==> src/rtl/ex_muldiv_pkg.sv <==
// Shared ALU opcode encodings and multiply/divide FSM state type for the EX-stage mul/div unit.
package ex_muldiv_pkg;

    localparam logic [4:0] ALU_NOP   = 5'd0;
    localparam logic [4:0] ALU_MULT  = 5'd20;
    localparam logic [4:0] ALU_MULTU = 5'd21;
    localparam logic [4:0] ALU_DIV   = 5'd22;
    localparam logic [4:0] ALU_DIVU  = 5'd23;
    localparam logic [4:0] ALU_MFHI  = 5'd24;
    localparam logic [4:0] ALU_MFLO  = 5'd25;
    localparam logic [4:0] ALU_MTHI  = 5'd26;
    localparam logic [4:0] ALU_MTLO  = 5'd27;

    typedef enum logic [1:0] {
        MD_IDLE = 2'd0,
        MD_BUSY = 2'd1,
        MD_DONE = 2'd2
    } md_state_e;

endpackage

==> src/rtl/ex_muldiv_core.sv <==
// Radix-2 datapath: shift-add multiply / restoring divide on unsigned magnitudes.
// o_hi/o_lo are the accumulator values after the step taken this cycle.
module muldiv_core
    import ex_muldiv_pkg::*;
#(
    parameter int XLEN  = 32,
    parameter int CNT_W = 5
) (
    input  logic            clk,
    input  logic            reset,
    input  logic            i_load,
    input  logic            i_step,
    input  logic            i_div,
    input  logic [XLEN-1:0] i_opa,
    input  logic [XLEN-1:0] i_opb,
    output logic            o_last,
    output logic [XLEN-1:0] o_hi,
    output logic [XLEN-1:0] o_lo
);

    logic [XLEN-1:0]  r_acc_hi;
    logic [XLEN-1:0]  r_acc_lo;
    logic [XLEN-1:0]  r_opb;
    logic             r_div;
    logic [CNT_W-1:0] r_count;

    logic [XLEN-1:0] w_add;
    logic [XLEN:0]   w_sum;
    logic [XLEN:0]   w_shift;
    logic            w_ge;
    logic [XLEN-1:0] w_sub;

    assign w_add   = r_acc_lo[0] ? r_opb : '0;
    assign w_sum   = {1'b0, r_acc_hi} + {1'b0, w_add};
    assign w_shift = {r_acc_hi, r_acc_lo[XLEN-1]};
    assign w_ge    = (w_shift >= {1'b0, r_opb});
    // Remainder stays below the divisor, so the XLEN-bit difference never loses bits.
    assign w_sub   = w_shift[XLEN-1:0] - r_opb;

    always_comb begin
        o_hi = r_acc_hi;
        o_lo = r_acc_lo;
        if (r_div) begin
            o_hi = w_ge ? w_sub : w_shift[XLEN-1:0];
            o_lo = {r_acc_lo[XLEN-2:0], w_ge};
        end else begin
            o_hi = w_sum[XLEN:1];
            o_lo = {w_sum[0], r_acc_lo[XLEN-1:1]};
        end
    end

    assign o_last = (r_count == CNT_W'(XLEN - 1));

    always_ff @(posedge clk or negedge reset) begin
        if (!reset) begin
            r_acc_hi <= '0;
            r_acc_lo <= '0;
            r_opb    <= '0;
            r_div    <= 1'b0;
            r_count  <= '0;
        end else if (i_load) begin
            r_acc_hi <= '0;
            r_acc_lo <= i_opa;
            r_opb    <= i_opb;
            r_div    <= i_div;
            r_count  <= '0;
        end else if (i_step) begin
            r_acc_hi <= o_hi;
            r_acc_lo <= o_lo;
            r_count  <= o_last ? '0 : r_count + 1'b1;
        end
    end

endmodule

==> src/rtl/ex_muldiv.sv <==
// EX-stage multiply/divide unit owning HI/LO; stalls the pipeline during iterative ops.
// Optional: define MULDIV_FAST_MUL_EN for single-cycle MULT/MULTU.
module ex_muldiv
    import ex_muldiv_pkg::*;
#(
    parameter int XLEN  = 32,
    parameter int CNT_W = 5
) (
    input  logic            clk,
    input  logic            reset,
    input  logic [4:0]      id_ex_alu_op,
    input  logic [XLEN-1:0] id_ex_gpr_rs,
    input  logic [XLEN-1:0] id_ex_gpr_rt,
    output logic            md_stall,
    output logic [XLEN-1:0] md_hi,
    output logic [XLEN-1:0] md_lo,
    output logic [XLEN-1:0] md_result,
    output logic            md_result_valid
);

    md_state_e       r_state;
    logic [XLEN-1:0] r_hi;
    logic [XLEN-1:0] r_lo;
    logic            r_is_div;
    logic            r_neg_q;
    logic            r_neg_r;
    logic            r_div0;

    logic              w_is_mul, w_is_div, w_signed, w_iter, w_start;
    logic              w_neg_q, w_load, w_last;
    logic [XLEN-1:0]   w_a_mag, w_b_mag, w_core_hi, w_core_lo, w_quo, w_rem;
    logic [2*XLEN-1:0] w_prod, w_prod_fix;

    assign w_is_mul = (id_ex_alu_op == ALU_MULT) || (id_ex_alu_op == ALU_MULTU);
    assign w_is_div = (id_ex_alu_op == ALU_DIV)  || (id_ex_alu_op == ALU_DIVU);
    assign w_signed = (id_ex_alu_op == ALU_MULT) || (id_ex_alu_op == ALU_DIV);
    assign w_iter   = w_is_mul || w_is_div;
    assign w_neg_q  = w_signed && (id_ex_gpr_rs[XLEN-1] ^ id_ex_gpr_rt[XLEN-1]);
    assign w_a_mag  = (w_signed && id_ex_gpr_rs[XLEN-1]) ? -id_ex_gpr_rs : id_ex_gpr_rs;
    assign w_b_mag  = (w_signed && id_ex_gpr_rt[XLEN-1]) ? -id_ex_gpr_rt : id_ex_gpr_rt;

`ifdef MULDIV_FAST_MUL_EN
    logic [2*XLEN-1:0] w_fast_raw, w_fast_fix;
    assign w_fast_raw = {{XLEN{1'b0}}, w_a_mag} * {{XLEN{1'b0}}, w_b_mag};
    assign w_fast_fix = w_neg_q ? -w_fast_raw : w_fast_raw;
    assign w_start    = w_is_div;
`else
    assign w_start    = w_iter;
`endif

    assign w_load = (r_state == MD_IDLE) && w_start;

    muldiv_core #(.XLEN(XLEN), .CNT_W(CNT_W)) u_core (
        .clk    (clk),
        .reset  (reset),
        .i_load (w_load),
        .i_step (r_state == MD_BUSY),
        .i_div  (w_is_div),
        .i_opa  (w_a_mag),
        .i_opb  (w_b_mag),
        .o_last (w_last),
        .o_hi   (w_core_hi),
        .o_lo   (w_core_lo)
    );

    assign w_prod     = {w_core_hi, w_core_lo};
    assign w_prod_fix = r_neg_q ? -w_prod : w_prod;
    // Divide-by-zero quotient is all ones regardless of operand signs.
    assign w_quo      = r_div0 ? '1 : (r_neg_q ? -w_core_lo : w_core_lo);
    assign w_rem      = r_neg_r ? -w_core_hi : w_core_hi;

    always_ff @(posedge clk or negedge reset) begin
        if (!reset) begin
            r_state  <= MD_IDLE;
            r_hi     <= '0;
            r_lo     <= '0;
            r_is_div <= 1'b0;
            r_neg_q  <= 1'b0;
            r_neg_r  <= 1'b0;
            r_div0   <= 1'b0;
        end else begin
            case (r_state)
                MD_IDLE: begin
                    if (id_ex_alu_op == ALU_MTHI) r_hi <= id_ex_gpr_rs;
                    if (id_ex_alu_op == ALU_MTLO) r_lo <= id_ex_gpr_rs;
`ifdef MULDIV_FAST_MUL_EN
                    if (w_is_mul) begin
                        {r_hi, r_lo} <= w_fast_fix;
                        r_state      <= MD_DONE;
                    end
`endif
                    if (w_start) begin
                        r_is_div <= w_is_div;
                        r_neg_q  <= w_neg_q;
                        r_neg_r  <= w_signed && id_ex_gpr_rs[XLEN-1];
                        r_div0   <= (id_ex_gpr_rt == '0);
                        r_state  <= MD_BUSY;
                    end
                end
                MD_BUSY: begin
                    if (w_last) begin
                        if (r_is_div) begin
                            r_hi <= w_rem;
                            r_lo <= w_quo;
                        end else begin
                            {r_hi, r_lo} <= w_prod_fix;
                        end
                        r_state <= MD_DONE;
                    end
                end
                MD_DONE: r_state <= MD_IDLE;
                default: r_state <= MD_IDLE;
            endcase
        end
    end

    // Gated by reset so the stall drops as soon as reset asserts, even with an op held.
    assign md_stall        = reset && w_iter && (r_state != MD_DONE);
    assign md_result_valid = reset && ((id_ex_alu_op == ALU_MFHI) || (id_ex_alu_op == ALU_MFLO));
    assign md_result       = (id_ex_alu_op == ALU_MFHI) ? r_hi :
                             (id_ex_alu_op == ALU_MFLO) ? r_lo : '0;
    assign md_hi           = r_hi;
    assign md_lo           = r_lo;

endmodule

==> config.mk <==
export PLATFORM = sky130hd
export DESIGN_NAME = ex_muldiv
export DESIGN_NICKNAME = d
export VERILOG_FILES = /design/src/rtl/ex_muldiv_pkg.sv /design/src/rtl/ex_muldiv_core.sv /design/src/rtl/ex_muldiv.sv
export SDC_FILE = /design/constraint.sdc
export NUM_CORES = 1
export LEC_CHECK = 0
export ABC_AREA = 0
export BUFFER_PORTS_ARGS = -buffer_cell sky130_fd_sc_hd__buf_4
export CELL_PAD_IN_SITES_DETAIL_PLACEMENT = 1
export CELL_PAD_IN_SITES_GLOBAL_PLACEMENT = 1
export CORE_MARGIN = 8
export CORE_UTILIZATION = 50
export CTS_BUF_LIST = sky130_fd_sc_hd__clkbuf_8
export CTS_CLUSTER_SIZE = 8
export DETAILED_ROUTE_END_ITERATION = 8
export PLACE_DENSITY_LB_ADDON = 0.2
export SYNTH_ARGS = -nofsm -noshare
export SYNTH_HDL_FRONTEND = slang
export SYNTH_HIERARCHICAL = 1
export SYNTH_SLANG_ARGS = --single-unit
==> constraint.sdc <==
create_clock -name clk -period 7.5 [get_ports clk]
set_input_delay 0 -clock clk [delete_from_list [all_inputs] [get_ports clk]]
set_output_delay 0 -clock clk [all_outputs]
set_load 0.005 [all_outputs]
==> qor.yml, run 1 <==
status:
  status: "complete, no violations"
critical_path:
  crit_family: "compound AO/OA/AOI/OAI gates"
  crit_path_end_kind: "register"
  path_buf_inv: 1
  critical_path.most_common_cell: "nand3_1"
  max_stage_delay_ns: 0.65
  critPathRequiredTime_ns: 7.88
  worstSetupStartpointType: "register"
  crit_type: "reg2reg"
  crit_slowest_cell: "nor3b_1"
  path_cells: "ha_1, nand3_1, a211oi_1, a31o_2, a211oi_2, o41ai_4, o21a_1, buf_12, mux2_1, nand2_1, o21ai_0, or4_1, nor3b_1, nand3_1, nor4b_1, a21oi_1, xnor2_1, a221oi_1"
  crit_arrival_ns: 6.93
  cp_max_fo: 20
global_route:
  grt_pass1_wl_um: 110600
  grt_usage: 0.3673
  grt_pass1_vias: 18157
  grt_max_degree: 67
  antenna_found_initial: 2
  gr-total-overflow: 0
clock_network:
  cts-htree-levels: 4
  cts_root_buffer: "clkbuf_8"
  cts_tree: "built"
  cts.clk_slew.worst_paths_ns: 0.10
  cts_hold_buf: 74
  clock_latency_ns: 0.49
  cts_setup_buffers: 0
  postCtsResizedCells: 0
  numCtsBuffers: 17
  clock_path_buffers: 2
  cts_sinks: 172
timing:
  rsz0062_at_grt: "false"
  hold_viol: 0
  max_freq_mhz: 152.7
  tightest_slew_ns: 1.214
  finalSetupTns_ns: 0
  finalSetupViolCount: 0
  slew_headroom: 0.1908
  drv_slew: 0
  period_minus_slack_ns: 6.549
  finalCritPeriodShare: 0.8732
  skew_ns: 0.03025
drt:
  drcViolationCount: 0
  first_iter_violations: 1690
  dr.pass1.iters: 6
  drt_wl_total_um: 71490
  antenna_left: 0
  wl_per_cell_um: 27.37
  viasPerCell: 6.728
  vias: 17573
power_and_ir_drop:
  power.total_mw: 10.53
  power_leakage_nw: 8.025
  powerDensity_mw_per_mm2: 567.7
  ir_drop_uv: 225.9
logic_synthesis:
  ys_async_sr_fraction: 1.000
  synth_flop_cell: "dfrtp_1"
  seq_area_frac_synth: 0.2697
  synthesis.area_mm2: 0.01596
  synth_area_leaders: "dfrtp_1, o21ai_0, mux2i_1, ha_1, xnor2_1"
  synth.distinct_cells: 89
  avgSynthCellArea_um2: 7.845
  synth-edff-count: 0
  yosys.area.top_type_share: 0.2697
  yosysTopAreaCell: "dfrtp_1"
  yosysWarnings: 6
  ys_ff_latch: 172
  synthCells: 2034
  synth_nets: 2177
floorplanning:
  die_h_um: 194.6
  fp.dieW_um: 194.6
  row_count: 65
  dieArea_mm2: 0.03788
  start_util: 0.5070
  coreArea_mm2: 0.03147
  io-pin-count: 169
layout:
  fin_nets: 2340
  area_growth_pct: 16.19
  drive_gt1_frac: 0.1372
placed_design:
  gp_congestion: 1.039
  portBuffers: 168
  hpwl_um: 51600
hold_path:
  hold_class: "in2async"
job:
  maxCapViolCount: 0
-- path summary, 6_finish.rpt --
kind                       slack, ns  depth (start not counted)              end               start
setup / recovery                0.95                         18        md_hi[27]  u_core/r_acc_hi[6]
hold / removal                  0.07                          2        md_lo[26]               reset
min in group clk                0.08                          5  u_core/r_opb[1]     id_ex_gpr_rt[1]
max in group asynchronous       5.28                          4     u_core/r_div               reset
setup reg to reg                0.95                         18        md_hi[27]  u_core/r_acc_hi[6]
hold reg to reg                 0.53                          2        md_lo[31]           md_lo[31]
-- flip-flops by register name (all words and copies together) (netlist names), 2 cells and up --
register / cells
u_core/r_count: 5
u_core/r_opb: 32
r_state: 2
u_core/r_acc_lo: 32
md_lo: 32
u_core/r_acc_hi: 32
md_hi: 32
-- metal layers --
metal	track usage	vias to the layer above	share of wire
met1	0.4416	8661	0.39
met5	0	-	0.00020
li1	-	7667	-
met2	0.6106	997	0.47
met4	0.2164	2	0.061
met3	0.06443	246	0.079
-- per-stage QoR --
step / util / std cells / setup WS (ns) / cell area, um2 / hold slack [ns]
6_report: 0.5891 / 2612 / 0.9512 / 18540 / 0.06541
3_3_place_gp: 0.5538 / 2506 / 1.370 / 17430 / 0.01344
5_1_grt: 0.5891 / 2612 / 0.6408 / 18540 / 0.1115
2_1_floorplan: - / 2034 / 2.602 / 15960 / -0.2956
4_1_cts: 0.5890 / 2611 / 1.098 / 18540 / 0.06336
3_5_place_dp: 0.5538 / 2506 / 1.164 / 17430 / 0.01182
-- cell usage after synthesis, types with 26 or more instances --
cell type    n
clkbuf_1    93
nand4_1     27
mux2_2      32
xnor2_1     96
dfrtp_1    172
inv_1       79
nand2_1    210
o22ai_1     33
nor3_1      52
ha_1        70
and2_1      38
mux2i_1     88
xor2_1      75
o21ai_0    180
a211oi_1    26
and3_1      27
a21oi_1    142
nor2_1     196
-- where the power goes --
part	internal [mW]	switching, mW	total [mW]
Sequential	1.39	0.541	1.93
Clock	0.273	0.405	0.678
Combinational	2.83	5.09	7.92
-- cell families after synthesis --
family          share of synthesized area
flops                              0.2697
fa+ha+maj                         0.05740
mux                               0.07943
compound gates                     0.2342
simple gates                       0.2150
xor+xnor                          0.09386
buf+inv                           0.05034
-- worst reg2reg max path, stage by stage, from the launching register on --
cell and delay (ns):
dfrtp_1 0.45, ha_1 0.48, nand3_1 0.31, a211oi_1 0.36, a31o_2 0.23, a211oi_2 0.12, o41ai_4 0.57, o21a_1 0.53
buf_12 0.25, mux2_1 0.38, nand2_1 0.07, o21ai_0 0.22, or4_1 0.63, nor3b_1 0.65, nand3_1 0.26, nor4b_1 0.34
a21oi_1 0.13, xnor2_1 0.17, a221oi_1 0.32
-- cell usage in the layout (no fill, tap or decap), types with 10 or more instances in the layout --
master,instances
a31o_2,10
mux2i_1,88
dlygate4sd3_1,74
o21a_1,20
o21ai_0,179
or3_1,24
o22ai_1,33
or2_2,14
inv_1,78
dfrtp_1,171
nor4_1,19
and2_1,38
nand2_1,210
clkbuf_8,18
or4_1,17
a21oi_1,141
a31oi_1,19
ha_1,70
a211oi_1,26
o31ai_1,24
nand4_1,27
xor2_1,75
nor3_1,52
nor2b_1,10
xnor2_1,96
a21o_1,24
nand3_1,25
mux2_2,32
o41ai_1,12
and3_1,27
nand2b_1,13
a221oi_1,15
buf_4,189
nor2_1,196
-- final cells by class --
type / count / area (um2)
clock buffer: 18 / 247.7
multi-input combinational: 1660 / 10860
clock inverter: 13 / 117.6
timing repair buffer: 265 / 2191
inverter: 81 / 309.0
antenna: 1 / 2.502
tap: 402 / 503.0
sequential: 172 / 4305
fill: 3846 / 12930
(Power assumes the default switching activity.)
==> inputs of run 2 (changes only) <==
CORE_UTILIZATION = 40   (was 50)
==> run 2 against run 1 <==
Effect of this change:
- critical path depth shrank 1
- critical endpoint unchanged
- clock power grew 2.9%
- cell count grew 5.6%
- sequential cell count is the same
- clock skew shrank 0.0081 ns
- largest cell class unchanged
- power shrank 1.4%
- the flow now finishes with violations (hold timing)
- fmax grew 1.2%
- first-iteration DRC count shrank 37%
- global-route usage shrank 8.0 points
- register-to-register slack gained 0.08 ns
- count of clock-buffer cells in the layout grew 1
==> qor.yml, run 2 (synthesis results as in run 1) <==
power_and_ir_drop:
  internal_power_mw: 4.537
  sw_frac_of_total: 0.5630
  pwr-share-clk: 0.067
  powerDensity_mw_per_mm2: 549.0
  p_switching_mw: 5.846
  pwr-share-seq: 0.181
  ir_drop_uv: 213.8
  combPwrFrac: 0.752
  power_leakage_nw: 8.138
global_route:
  grt_usage: 0.2868
  grt_pass1_wl_um: 105600
  grt_max_degree: 83
  antenna_found_initial: 1
  grt_pass1_vias: 17306
  gr-total-overflow: 0
drt:
  viasPerCell: 6.057
  drt_wl_total_um: 68670
  drcViolationCount: 0
  wl_per_cell_um: 24.89
  wl_met1_um: 29180
  vias: 16710
  dr.pass1.iters: 5
  wl_met2_um: 33340
  dr_wl_met3_um: 3376
  top_layer: "met4"
  antenna_left: 0
  first_iter_violations: 1061
layout:
  drive_gt1_frac: 0.1384
  fill_cells: 4790
  instances_no_fill: 2759
  layout_common_cells: "nand2_1, buf_4, nor2_1"
  area_growth_pct: 18.52
  final_common_cell: "nand2_1"
  fin_nets: 2364
critical_path:
  crit_path_end_kind: "register"
  critPathRequiredTime_ns: 7.94
  cp_max_fo: 21
  crit_arrival_ns: 6.91
  crit_type: "reg2reg"
  worstSetupStartpointType: "register"
timing:
  tightest_slew_ns: 1.261
  rsz0062_at_grt: "false"
  finalSetupViolCount: 0
  holdWs_ns: -0.004603
  finalSetupTns_ns: 0
  drv_slew: 0
  period_minus_slack_ns: 6.473
  hold_viol: 1
  max_freq_mhz: 154.5
  skew_ns: 0.02216
  slew_headroom: 0.1593
  finalCritPeriodShare: 0.8631
clock_network:
  cts-htree-levels: 4
  cts.clk_slew.worst_paths_ns: 0.11
  cts_root_buffer: "clkbuf_8"
  cts_tree: "built"
  numCtsBuffers: 17
  cts_sinks: 172
  clock_latency_ns: 0.54
  postCtsResizedCells: 0
  cts_setup_buffers: 0
  clock_path_buffers: 2
  cts_hold_buf: 91
floorplanning:
  io-pin-count: 169
  die_h_um: 215.7
  start_util: 0.4035
  row_count: 73
  coreArea_mm2: 0.03955
  dieArea_mm2: 0.04654
  fp.dieW_um: 215.7
placed_design:
  hpwl_um: 52460
  gp_congestion: 0.9874
  portBuffers: 168
  dp.cells: 2636
status:
  violations: "hold timing"
  status: "complete, but fails checks"
hold_path:
  hold_class: "in2async"
job:
  maxCapViolCount: 0
-- run 2: path summary, 6_finish.rpt --
kind | startpoint | to | slack, ns | cells past startpoint
max reg2reg | u_core/r_acc_hi[5] | md_hi[27] | 1.03 | 17
min in group clk | id_ex_gpr_rt[31] | u_core/r_opb[31] | 0.07 | 4
max | u_core/r_acc_hi[5] | md_hi[27] | 1.03 | 17
min | reset | md_lo[23] | -0.005 | 2
max in group asynchronous | reset | u_core/r_acc_hi[24] | 6.09 | 3
min reg2reg | md_lo[22] | md_lo[22] | 0.52 | 2
-- run 2: final cells by class --
class | instances | area [um2] | area share
antenna | 1 | 2.502 | 0.0001323
clock inverter | 12 | 111.4 | 0.005888
sequential | 172 | 4305 | 0.2277
clock buffer | 19 | 261.5 | 0.01383
inverter | 81 | 309.0 | 0.01634
tap | 525 | 656.9 | 0.03473
timing repair buffer | 289 | 2401 | 0.1270
multi-input combinational | 1660 | 10860 | 0.5745
-- run 2: power by group through the flow --
| stage | Clock (mW) | Sequential, mW | Combinational [mW] |
|---|---|---|---|
| finish | 0.698 | 1.88 | 7.81 |
| global route | 0.738 | 1.92 | 8.36 |
| CTS | 0.713 | 1.86 | 7.69 |
| floorplan | 0 | 1.68 | 5.10 |
| detailed placement | 0 | 1.88 | 7.60 |
| global placement | 0 | 1.86 | 7.49 |
-- run 2: per-layer routing --
metal  global-route usage  vias to the layer above
met5                    0                        -
met4               0.1171                        0
met3              0.04490                      134
met2               0.4907                      501
met1               0.3561                     8347
li1                     -                     7728
-- run 2: through the flow --
step           hold slack [ns]  worst slack (ns)  power [mW]    util  area (um2)
3_5_place_dp           0.02273             1.133       9.480  0.4457       17630
3_3_place_gp           0.02286             1.272       9.346  0.4457       17630
4_1_cts               0.006131             1.069       10.26  0.4781       18910
5_1_grt                0.04431            0.7109       11.02  0.4781       18910
2_1_floorplan          -0.2956             2.602       6.779       -       15960
6_report             -0.004603             1.027       10.38  0.4782       18910
-- run 2: critical path: stages (launching register included) --
cell and delay (ns):
dfrtp_1 0.48, ha_1 0.49, nand3_1 0.26, a211oi_1 0.29, a31o_2 0.20, a211oi_2 0.11, o41ai_4 0.55, o21a_1 1.06
mux2_1 0.42, nand2_1 0.07, o21ai_0 0.22, or4_1 0.61, nor3b_1 0.50, nand3_1 0.25, nor4b_1 0.29, a21oi_1 0.12
xnor2_1 0.15, a221oi_1 0.31
